## src/rtl/rng_window_stats.sv

```systemverilog
// Purpose : windowed mean/min/max statistics over 2^WIN_LOG2 valid VT_RNG x samples.
// Latency : done pulses 1 cycle after the edge that accepts the final sample of a window.
// Backpressure: none; samples with i_x_valid=0 are skipped, and inputs outside ACC are ignored.
//
// Optional feature macro: RNG_STATS_REPEAT_EN (adds o_rep_cnt, the count of
// accepted samples equal to the previous accepted sample of the same window).
//
// Ports:
//   i_clk        : clock, all logic on the rising edge
//   i_reset      : synchronous active-high reset
//   i_start      : begin a new window (honoured only in IDLE)
//   i_x_in       : sample value
//   i_x_valid    : i_x_in carries a sample this cycle
//   o_busy       : high while accumulating (ACC)
//   o_done       : one-cycle pulse when results of a window are valid
//   o_mean       : floor(sum / 2^WIN_LOG2) of the last completed window
//   o_min_val    : smallest sample of the last completed window
//   o_max_val    : largest sample of the last completed window
//   o_sample_cnt : valid samples taken in the current/last window
//   o_rep_cnt    : repeat count of the last completed window (macro only)
module rng_window_stats #(
    parameter int DATA_W   = 18,
    parameter int WIN_LOG2 = 10
) (
    input  logic                i_clk,
    input  logic                i_reset,
    input  logic                i_start,
    input  logic [DATA_W-1:0]   i_x_in,
    input  logic                i_x_valid,
    output logic                o_busy,
    output logic                o_done,
    output logic [DATA_W-1:0]   o_mean,
    output logic [DATA_W-1:0]   o_min_val,
    output logic [DATA_W-1:0]   o_max_val,
`ifdef RNG_STATS_REPEAT_EN
    output logic [WIN_LOG2:0]   o_rep_cnt,
`endif
    output logic [WIN_LOG2:0]   o_sample_cnt
);

    localparam int SUM_W = DATA_W + WIN_LOG2;
    // Window length, one bit wider than the count of low bits so 2^WIN_LOG2 fits.
    localparam logic [WIN_LOG2:0] WIN_N    = {1'b1, {WIN_LOG2{1'b0}}};
    localparam logic [WIN_LOG2:0] WIN_LAST = WIN_N - 1'b1;

    typedef enum logic [1:0] {
        S_IDLE = 2'd0,
        S_ACC  = 2'd1,
        S_DONE = 2'd2
    } state_t;

    state_t r_state;
    state_t w_state_next;

    logic [SUM_W-1:0]  r_sum;
    logic [DATA_W-1:0] r_run_min;
    logic [DATA_W-1:0] r_run_max;
    logic [WIN_LOG2:0] r_sample_cnt;
    logic [DATA_W-1:0] r_mean;
    logic [DATA_W-1:0] r_min_val;
    logic [DATA_W-1:0] r_max_val;

    logic              w_accept;
    logic              w_last;
    logic [SUM_W-1:0]  w_sum_next;
    logic [DATA_W-1:0] w_min_next;
    logic [DATA_W-1:0] w_max_next;
    logic [WIN_LOG2:0] w_cnt_next;

    // ------------------------------------------------------------------
    // FSM
    // ------------------------------------------------------------------
    always_ff @(posedge i_clk) begin
        if (i_reset) begin
            r_state <= S_IDLE;
        end else begin
            r_state <= w_state_next;
        end
    end

    always_comb begin
        w_state_next = r_state;
        case (r_state)
            S_IDLE:  if (i_start) w_state_next = S_ACC;
            S_ACC:   if (w_last)  w_state_next = S_DONE;
            S_DONE:  w_state_next = S_IDLE;
            default: w_state_next = S_IDLE;
        endcase
    end

    // Both flags decode the state register only, so they carry no input path.
    assign o_busy = (r_state == S_ACC);
    assign o_done = (r_state == S_DONE);

    // ------------------------------------------------------------------
    // Accumulator datapath
    // ------------------------------------------------------------------
    assign w_accept   = (r_state == S_ACC) && i_x_valid;
    assign w_last     = w_accept && (r_sample_cnt == WIN_LAST);
    assign w_sum_next = r_sum + {{WIN_LOG2{1'b0}}, i_x_in};
    assign w_min_next = (i_x_in < r_run_min) ? i_x_in : r_run_min;
    assign w_max_next = (i_x_in > r_run_max) ? i_x_in : r_run_max;
    // Saturate rather than wrap; the FSM leaves ACC at WIN_N anyway.
    assign w_cnt_next = (r_sample_cnt == WIN_N) ? r_sample_cnt : r_sample_cnt + 1'b1;

    always_ff @(posedge i_clk) begin
        if (i_reset) begin
            r_sum        <= '0;
            r_run_min    <= '1;
            r_run_max    <= '0;
            r_sample_cnt <= '0;
            r_mean       <= '0;
            r_min_val    <= '0;
            r_max_val    <= '0;
        end else begin
            if ((r_state == S_IDLE) && i_start) begin
                // Any sample presented alongside start is deliberately dropped.
                r_sum        <= '0;
                r_run_min    <= '1;
                r_run_max    <= '0;
                r_sample_cnt <= '0;
            end else if (w_accept) begin
                r_sum        <= w_sum_next;
                r_run_min    <= w_min_next;
                r_run_max    <= w_max_next;
                r_sample_cnt <= w_cnt_next;
            end
            // Results are captured from the "next" values so the final sample
            // is included and the results are stable during the done cycle.
            if (w_last) begin
                r_mean    <= w_sum_next[SUM_W-1:WIN_LOG2];
                r_min_val <= w_min_next;
                r_max_val <= w_max_next;
            end
        end
    end

    assign o_mean       = r_mean;
    assign o_min_val    = r_min_val;
    assign o_max_val    = r_max_val;
    assign o_sample_cnt = r_sample_cnt;

`ifdef RNG_STATS_REPEAT_EN
    // ------------------------------------------------------------------
    // Repeat counter: a sample is a repeat when it equals the previous
    // accepted sample of the same window; a zero count marks the first.
    // ------------------------------------------------------------------
    logic [DATA_W-1:0] r_prev;
    logic [WIN_LOG2:0] r_rep;
    logic [WIN_LOG2:0] r_rep_cnt;
    logic [WIN_LOG2:0] w_rep_next;
    logic              w_is_rep;

    assign w_is_rep   = (r_sample_cnt != '0) && (i_x_in == r_prev);
    assign w_rep_next = w_is_rep ? r_rep + 1'b1 : r_rep;

    always_ff @(posedge i_clk) begin
        if (i_reset) begin
            r_prev    <= '0;
            r_rep     <= '0;
            r_rep_cnt <= '0;
        end else begin
            if ((r_state == S_IDLE) && i_start) begin
                r_rep <= '0;
            end else if (w_accept) begin
                r_prev <= i_x_in;
                r_rep  <= w_rep_next;
            end
            if (w_last) begin
                r_rep_cnt <= w_rep_next;
            end
        end
    end

    assign o_rep_cnt = r_rep_cnt;
`endif

endmodule

```

## config.mk

```make
export PLATFORM = sky130hd
export DESIGN_NAME = rng_window_stats
export DESIGN_NICKNAME = d
export VERILOG_FILES = /design/src/rtl/rng_window_stats.sv
export SDC_FILE = /design/constraint.sdc
export NUM_CORES = 1
export LEC_CHECK = 0
export ABC_AREA = 1
export ABC_CLOCK_PERIOD_IN_PS = 1900
export CORE_UTILIZATION = 52
export DETAILED_ROUTE_END_ITERATION = 16
export GPL_ROUTABILITY_DRIVEN = 0
export GPL_TIMING_DRIVEN = 0
export PLACE_DENSITY = 0.74
export SETUP_SLACK_MARGIN = 0.5
export SLEW_MARGIN = 15
export SYNTH_ARGS = -nofsm -noshare
export SYNTH_HDL_FRONTEND = slang
export SYNTH_SLANG_ARGS = --single-unit
```

## constraint.sdc

```tcl
create_clock -name i_clk -period 1.9 [get_ports i_clk]
set_input_delay 0.38 -clock i_clk [delete_from_list [all_inputs] [get_ports i_clk]]
set_output_delay 0.38 -clock i_clk [all_outputs]
set_load 0.02 [all_outputs]
```

==> metrics.csv, run 1 <==
stage,metric,value,unit
synthesis,Mapped Cells,1323,
synthesis,multiplexer share of the synthesized area,0,%
power,Net Switching,0.00252,W
die,Core ar.,0.0154,mm2
sta,fmax,466,MHz
worst_setup_path,CP Capture Type,register,
layout,"commonest cells after routing, fill and taps aside","nand2_1 (210), inv_1 (197), nor2_1 (111), nand2_2 (87), nand3_2 (79)",
synthesis,ys flop type,dfxtp_1,
sta,Setup TNS,-7.39,ns
routing,Remaining DRCs,0,
routing,Post-Route WL,37800,um
synthesis,register area share after synthesis,31.5,%
layout,Area Overhead vs Synth,62.2,%
worst_setup_path,crit path kind,reg2reg,
placement,Port Buf Inserts,88,
layout,"commonest non-fill, non-tap cell in the layout",nand2_1,
cts,H-tree Lvls,4,
hold_path,HP Start,i_x_in[2],
sta,slew margin rel.,61.9,%
status,outcome,"complete, but fails checks",
power,Cell Int Power,0.00557,W
cts,Clock Latency Late Sink,0.44,ns
global_route,largest net degree at the start of global routing,17,
cts,clock buffer depth,2,
synthesis,Async SR Flop Fraction,0,%
worst_setup_path,CP peak stage delay,0.35,ns
worst_setup_path,Critical Path Source Type,register,
worst_setup_path,CP dominant cell by count,nand2_1,
power,share of total power in sequential cells,35.5,%
cts,Clock Sinks,131,
routing,ANT nets after route,0,
synthesis,#FFs+latches synth,131,
synthesis,Post-synth EDFFs,0,
hold_path,WHS Endpoint,r_run_max[2],
sta,final worst-path cycle share,113,%
cts,clock transition at the registers of the reported paths,0.06,ns
run,max cap viols,0,
die,chip width,128,um
cts,Clk Tree Root Cell,clkbuf_16,
hold_path,Hold Path Class,in2reg,
placement,DP HPWL,18500,um
hold_path,WHS Path Cells,5,
global_route,GR Layer Usage met2,59.7,%
worst_setup_path,CP max stage cell,dfxtp_2,
layout,share of cells above drive strength 1,44.7,%
global_route,grt total ovfl,0,
worst_setup_path,worst-path cell chain,inv_1 > ha_1 > nand2_2 > inv_1 > nand2_1 > nand2_1 > nand2_1 > nand3_2 > nand2_2 > nand2_4 > buf_6 > nand3_1 > nand3_1 > nand2_1 > inv_1,
sta,fin crit period,2.15,ns
sta,Final setup violation count,80,
sta,RSZ-0062 raised after global routing,yes,
power,Switching Fraction,31.1,%
synthesis,post-synthesis xor/xnor area fraction,0.842,%
synthesis,Synth Warn #,0,
die,die area,0.0165,mm2
worst_setup_path,FF-to-FF path depth,15,
worst_setup_path,reg2reg start,r_run_max[4],
synthesis,Post-Syn Area,0.00832,mm2
sta,Worst-Margin Slew,0.571,ns
synthesis,synth unique cells,38,
power,leakage,7.16,nW
worst_setup_path,crit path max fanout,7,
synthesis,simple-gate area share of the yosys netlist,36.8,%
synthesis,complex-gate fraction of the synthesized area,9.31,%
worst_setup_path,RR Endpoint,r_run_max[1],
routing,WL/cell,21.6,um
die,DIE HEIGHT,128,um
global_route,M3 GR Usage,8.57,%
status,failing checks,setup timing,
routing,DRT iter0 DRCs,1250,
global_route,first-pass GRT wire length,45200,um
power,peak supply drop,0.592,mV
layout,fill count,779,
die,I/O pin count,89,
synthesis,Synth Area in Adders,8.51,%
power,total power draw,0.00808,W
sta,Final Worst Setup Slack,-0.247,ns
layout,Nets,1603,
die,Initial Util,53.9,%
routing,via count,10700,
synthesis,largest family of logic cells by synthesized area,simple AND/OR/NAND/NOR gates,
routing,Vias/cell,6.10,
sta,final hold vios,0,
layout,# diodes,0,
power,combinational share of power,21.3,%
cts,total CTS buffers,17,
global_route,total track usage,35.5,%
power,power share of the clock group,43.3,%
synthesis,Mean Syn Cell Area,6.29,um2
sta,skew final,0.0125,ns
routing,drt pass-1 iters,7,
global_route,vias in the first global route,9180,
sta,"Slew Viols, Final",0,
cts,TritonCTS clock tree,done,
global_route,GRT met1 Usage,41.8,%
global_route,GR peak layer,met2,
worst_setup_path,crit path DAT,2.49,ns
worst_setup_path,flop2flop setup slack,-0.25,ns
die,row cnt,45,
worst_setup_path,worst path required time,2.24,ns
synthesis,Post-Syn Nets,1401,
power,Cell Pwr Density,599,mW/mm2
global_route,initial antenna violation count,0,
## logic make-up (layout without fill, tap and decap cells)
logic type | after synthesis | in the layout
AOI/OAI and AO/OA | 140 | 140
and+or+nand+nor | 711 | 711
DFF | 131 | 131
xor gates and xnor gates | 8 | 8
buffers and inverters | 277 | 492
adders and majority gates | 56 | 56
## power groups by stage
stage,sequential (W),combinational [W],clock [W]
final,0.00287,0.00172,0.00350
after global routing,0.00287,0.00178,0.00359
after CTS,0.00286,0.00131,0.00346
after detailed placement,0.00292,0.00107,0
after global placement,0.00292,0.00105,0
after floorplan,0.00291,0.000746,0
## flip-flops by register name (all words and copies together), names as in the netlist
signal	flops
o_max_val	18
o_sample_cnt	11
r_run_min	18
r_run_max	18
o_mean	18
o_min_val	18
r_state	2
r_sum	28
## final cells by class
type	count	area, um2	area share [%]
Tap cell	211	264	1.96
Sequential cell	131	2720	20.1
Timing Repair Buffer	183	1780	13.2
Multi-Input combinational cell	915	6870	50.9
Buffer	43	369	2.73
Inverter	234	891	6.60
Clock buffer	22	495	3.67
Clock inverter	10	120	0.890
## how the worst max path moves through the flow
stage | cells past startpoint | endpoint | start
after floorplan | 14 | r_run_max[10] | r_run_max[13]
after global placement | 13 | o_max_val[16] | i_x_in[13]
after detailed placement | 13 | o_max_val[16] | i_x_in[13]
after CTS | 12 | r_run_max[5] | r_run_max[13]
after global routing | 15 | r_run_max[1] | r_run_max[4]
final | 15 | r_run_max[1] | r_run_max[4]
## per-stage QoR
stage / worst slack, ns / util, % / area, um2 / hold slack [ns] / instances
3_3_place_gp: -1.09 / 66.4 / 10200 / 0.455 / 1622
5_1_grt: -0.283 / 87.5 / 13500 / 0.455 / 1749
3_5_place_dp: -1.10 / 66.4 / 10200 / 0.464 / 1622
6_report: -0.247 / 87.5 / 13500 / 0.427 / 1749
4_1_cts: 0.0354 / 79.5 / 12300 / 0.433 / 1717
2_1_floorplan: 0.101 / - / 9090 / 0.445 / 1323
## synth_stat cells (8+ instances only)
cell type	n	share of area, %
a21oi_1	87	5.2
nand4_1	28	2.1
nor2_1	146	6.6
buf_2	14	0.84
nor3_1	8	0.48
o21ai_0	28	1.7
inv_1	231	10
dfxtp_1	131	32
ha_1	55	8.3
nand3_1	142	8.5
nand2_1	354	16
clkbuf_1	21	0.95
o21bai_1	10	0.90
nand2_2	12	0.90
## per-layer routing
metal	part of all wire [%]	vias to the layer above	routed length, um
met1	35	4890	13200
met2	45	873	17100
met4	8.8	0	3350
met5	0	-	0
met3	11	340	4270
li1	-	4571	-
## worst max-delay path: cells and delay by family (launching register included)
kind | cells | cell delay, ns
fa+ha+maj | 1 | 0.30
buf+inv | 4 | 0.34
simple gates | 10 | 1.03
flops | 1 | 0.35
## what timing repair did
action,in CTS,in global routing
pin swaps,117,147
resized for setup,336,382
endpoints found under the setup margin,198,196
hold buffers,0,0
buffers inserted,58,30
gates cloned,5,2
Note: power is estimated with default switching activity, not from simulation.
==> run 2: changes to the inputs <==
ABC_CLOCK_PERIOD_IN_PS = not set   (was 1900)
clock period = 1.79 ns   (was 1.9 ns; I/O delays follow)
==> metrics.csv, run 2 (synthesis gave the netlist of run 1 again) <==
stage,metric,value,unit,change
sta,fmax,482,MHz,+3.6%
status,failing checks,setup timing,,
worst_setup_path,crit path kind,reg2reg,,
layout,Area Overhead vs Synth,63.5,%,
routing,WL/cell,21.1,um,-2.5%
layout,# diodes,0,,unchanged
global_route,vias in the first global route,9051,,-1.4%
worst_setup_path,critical path startpoint,r_sum[10],,
global_route,total track usage,35.2,%,-0.32 points
power,leakage,6.61,nW,-7.6%
cts,Clock Sinks,131,,unchanged
layout,Non-Filler Instances,1752,,+0.17%
run,max cap viols,0,,unchanged
worst_setup_path,CP peak stage delay,0.36,ns,about the same
worst_setup_path,crit path max fanout,4,,-3
routing,Remaining DRCs,0,,unchanged
power,Cell Pwr Density,638,mW/mm2,+6.5%
layout,Largest Register,r_sum,,
die,chip width,128,um,unchanged
routing,drt pass-1 iters,9,,+2
routing,ANT nets after route,0,,unchanged
placement,"worst slack, placed",-1.14,ns,-0.0353 ns
sta,fin crit period,2.07,ns,-0.0737 ns
routing,Post-Route WL,36900,um,-2.3%
die,Core ar.,0.0154,mm2,unchanged
worst_setup_path,CP dominant cell by count,nand2_1,,
worst_setup_path,worst-path cell chain,ha_4 > nand2_1 > inv_1 > nand2_1 > nand2_1 > inv_1 > nand2_1 > nand2_1 > nand3_1 > nand2_2 > nand3_2 > nand2_1 > inv_1,,
cts,clock buffer depth,2,,unchanged
hold_path,Hold Path Class,in2reg,,
sta,slew margin rel.,62.7,%,+0.73 points
sta,"Slew Viols, Final",0,,unchanged
die,Initial Util,53.9,%,unchanged
routing,max layer used,met4,,
cts,TritonCTS clock tree,done,,
sta,final worst-path cycle share,116,%,+2.8 points
cts,total CTS buffers,17,,unchanged
placement,Port Buf Inserts,88,,unchanged
worst_setup_path,Critical path buffers and inverters,3,,-1
hold_path,HP Start,i_x_in[7],,
layout,fill count,772,,-0.90%
die,I/O pin count,89,,unchanged
placement,placed cell count,1622,,unchanged
layout,"commonest cells after routing, fill and taps aside","nand2_1 (209), inv_1 (183), nor2_1 (117), buf_4 (102), nand2_2 (97)",,
sta,skew final,0.0106,ns,-0.00197 ns
sta,Final Worst Setup Slack,-0.283,ns,-0.0363 ns
routing,via count,10600,,-0.47%
status,outcome,"complete, but fails checks",,
worst_setup_path,CP Capture Type,register,,
sta,RSZ-0062 raised after global routing,yes,,
worst_setup_path,worst path required time,2.15,ns,-0.09 ns
worst_setup_path,crit path DAT,2.43,ns,-0.06 ns
routing,Metal-1 WL,13000,um,-1.2%
sta,final hold vios,0,,unchanged
layout,max reg flops,28,,unchanged
die,row cnt,45,,unchanged
placement,DP HPWL,18100,um,-2.4%
routing,DRT iter0 DRCs,1206,,-3.5%
global_route,initial antenna violation count,0,,unchanged
cts,Clock Latency Late Sink,0.45,ns,about the same
layout,share of cells above drive strength 1,49.8,%,+5.2 points
global_route,first-pass GRT wire length,44600,um,-1.2%
layout,storage element area,0.00276,mm2,+1.4%
worst_setup_path,Critical Path Source Type,register,,
die,die area,0.0165,mm2,unchanged
global_route,largest net degree at the start of global routing,17,,unchanged
worst_setup_path,cell family with most CP delay,simple AND/OR/NAND/NOR gates,,
layout,Nets,1606,,+0.19%
cts,Clk Tree Root Cell,clkbuf_16,,
sta,Final setup violation count,107,,+34%
global_route,grt total ovfl,0,,unchanged
routing,met2 WL,17100,um,+0.21%
worst_setup_path,reg2reg start,r_sum[10],,
layout,"commonest non-fill, non-tap cell in the layout",nand2_1,,
die,DIE HEIGHT,128,um,unchanged
cts,clock transition at the registers of the reported paths,0.06,ns,about the same
routing,Vias/cell,6.06,,-0.64%
cts,H-tree Lvls,4,,unchanged
layout,Multi-input gate area,0.00690,mm2,+0.46%
power,peak supply drop,0.765,mV,+29%
routing,WL met3,3940,um,-7.8%
sta,Worst-Margin Slew,0.560,ns,-0.0110 ns
worst_setup_path,CP max stage cell,dfxtp_4,,
[run 2: cell types whose count changed in the layout (fill, tap and decap cells not counted), sizes merged]
cell	previous run	this run
clkinv	5	1
bufinv	2	3
dlymetal6s2s	33	0
clkdlybuf4s15	4	6
bufbuf	1	0
clkbuf	70	49
buf	137	196
[run 2: path summary, 6_finish.rpt]
path | end | cells after the start | slack (ns)
max | r_sum[20] | 13 | -0.28
min | r_run_max[7] | 5 | 0.45
max reg2reg | r_sum[20] | 13 | -0.28
min reg2reg | r_run_min[4] | 2 | 0.49
[run 2: through the flow]
step                      hold WS, ns  util [%]  power, W  TNS [ns]  cell area [um2]
after floorplan                 0.454         -   0.00388         0             9120
after global placement          0.453      66.5   0.00421   -106.13            10300
after detailed placement        0.459      66.5   0.00423   -110.63            10300
after CTS                       0.427      79.2   0.00814     -3.50            12200
after global routing            0.459      88.2   0.00887    -23.93            13600
final                           0.450      88.2   0.00868    -14.76            13600
[run 2: final cells by class]
type                       instances  area share, %
multi-input combinational        915           50.7
sequential                       131           20.3
timing repair buffer             186           12.8
inverter                         234           6.64
clock buffer                      25           3.72
buffer                            43           3.07
tap                              211           1.94
clock inverter                     7          0.874
[run 2: repair_timing]
item / in CTS / in global routing
resized for setup: 291 / 628
hold buffers: 0 / 0
gates cloned: 4 / 5
endpoints found under the setup margin: 198 / 198
buffers inserted: 53 / 36
pin swaps: 149 / 148
[run 2: power breakdown]
group	switching (W)	internal (W)	total, W
registers	0.0000657	0.00297	0.00303
logic	0.00113	0.000690	0.00182
clock network	0.00145	0.00238	0.00383
[run 2: metal layers]
layer | track usage [%] | vias to the layer above
met1 | 43.7 | 4970
li1 | - | 4580
met2 | 56.8 | 775
met5 | 0 | -
met3 | 6.36 | 299
met4 | 21.6 | 0
[run 2: tightest hold or removal path: stages]
cell and delay (ns):
buf_2 0.21, nand3_2 0.13, nand3_2 0.07, nand2_1 0.06, inv_1 0.03
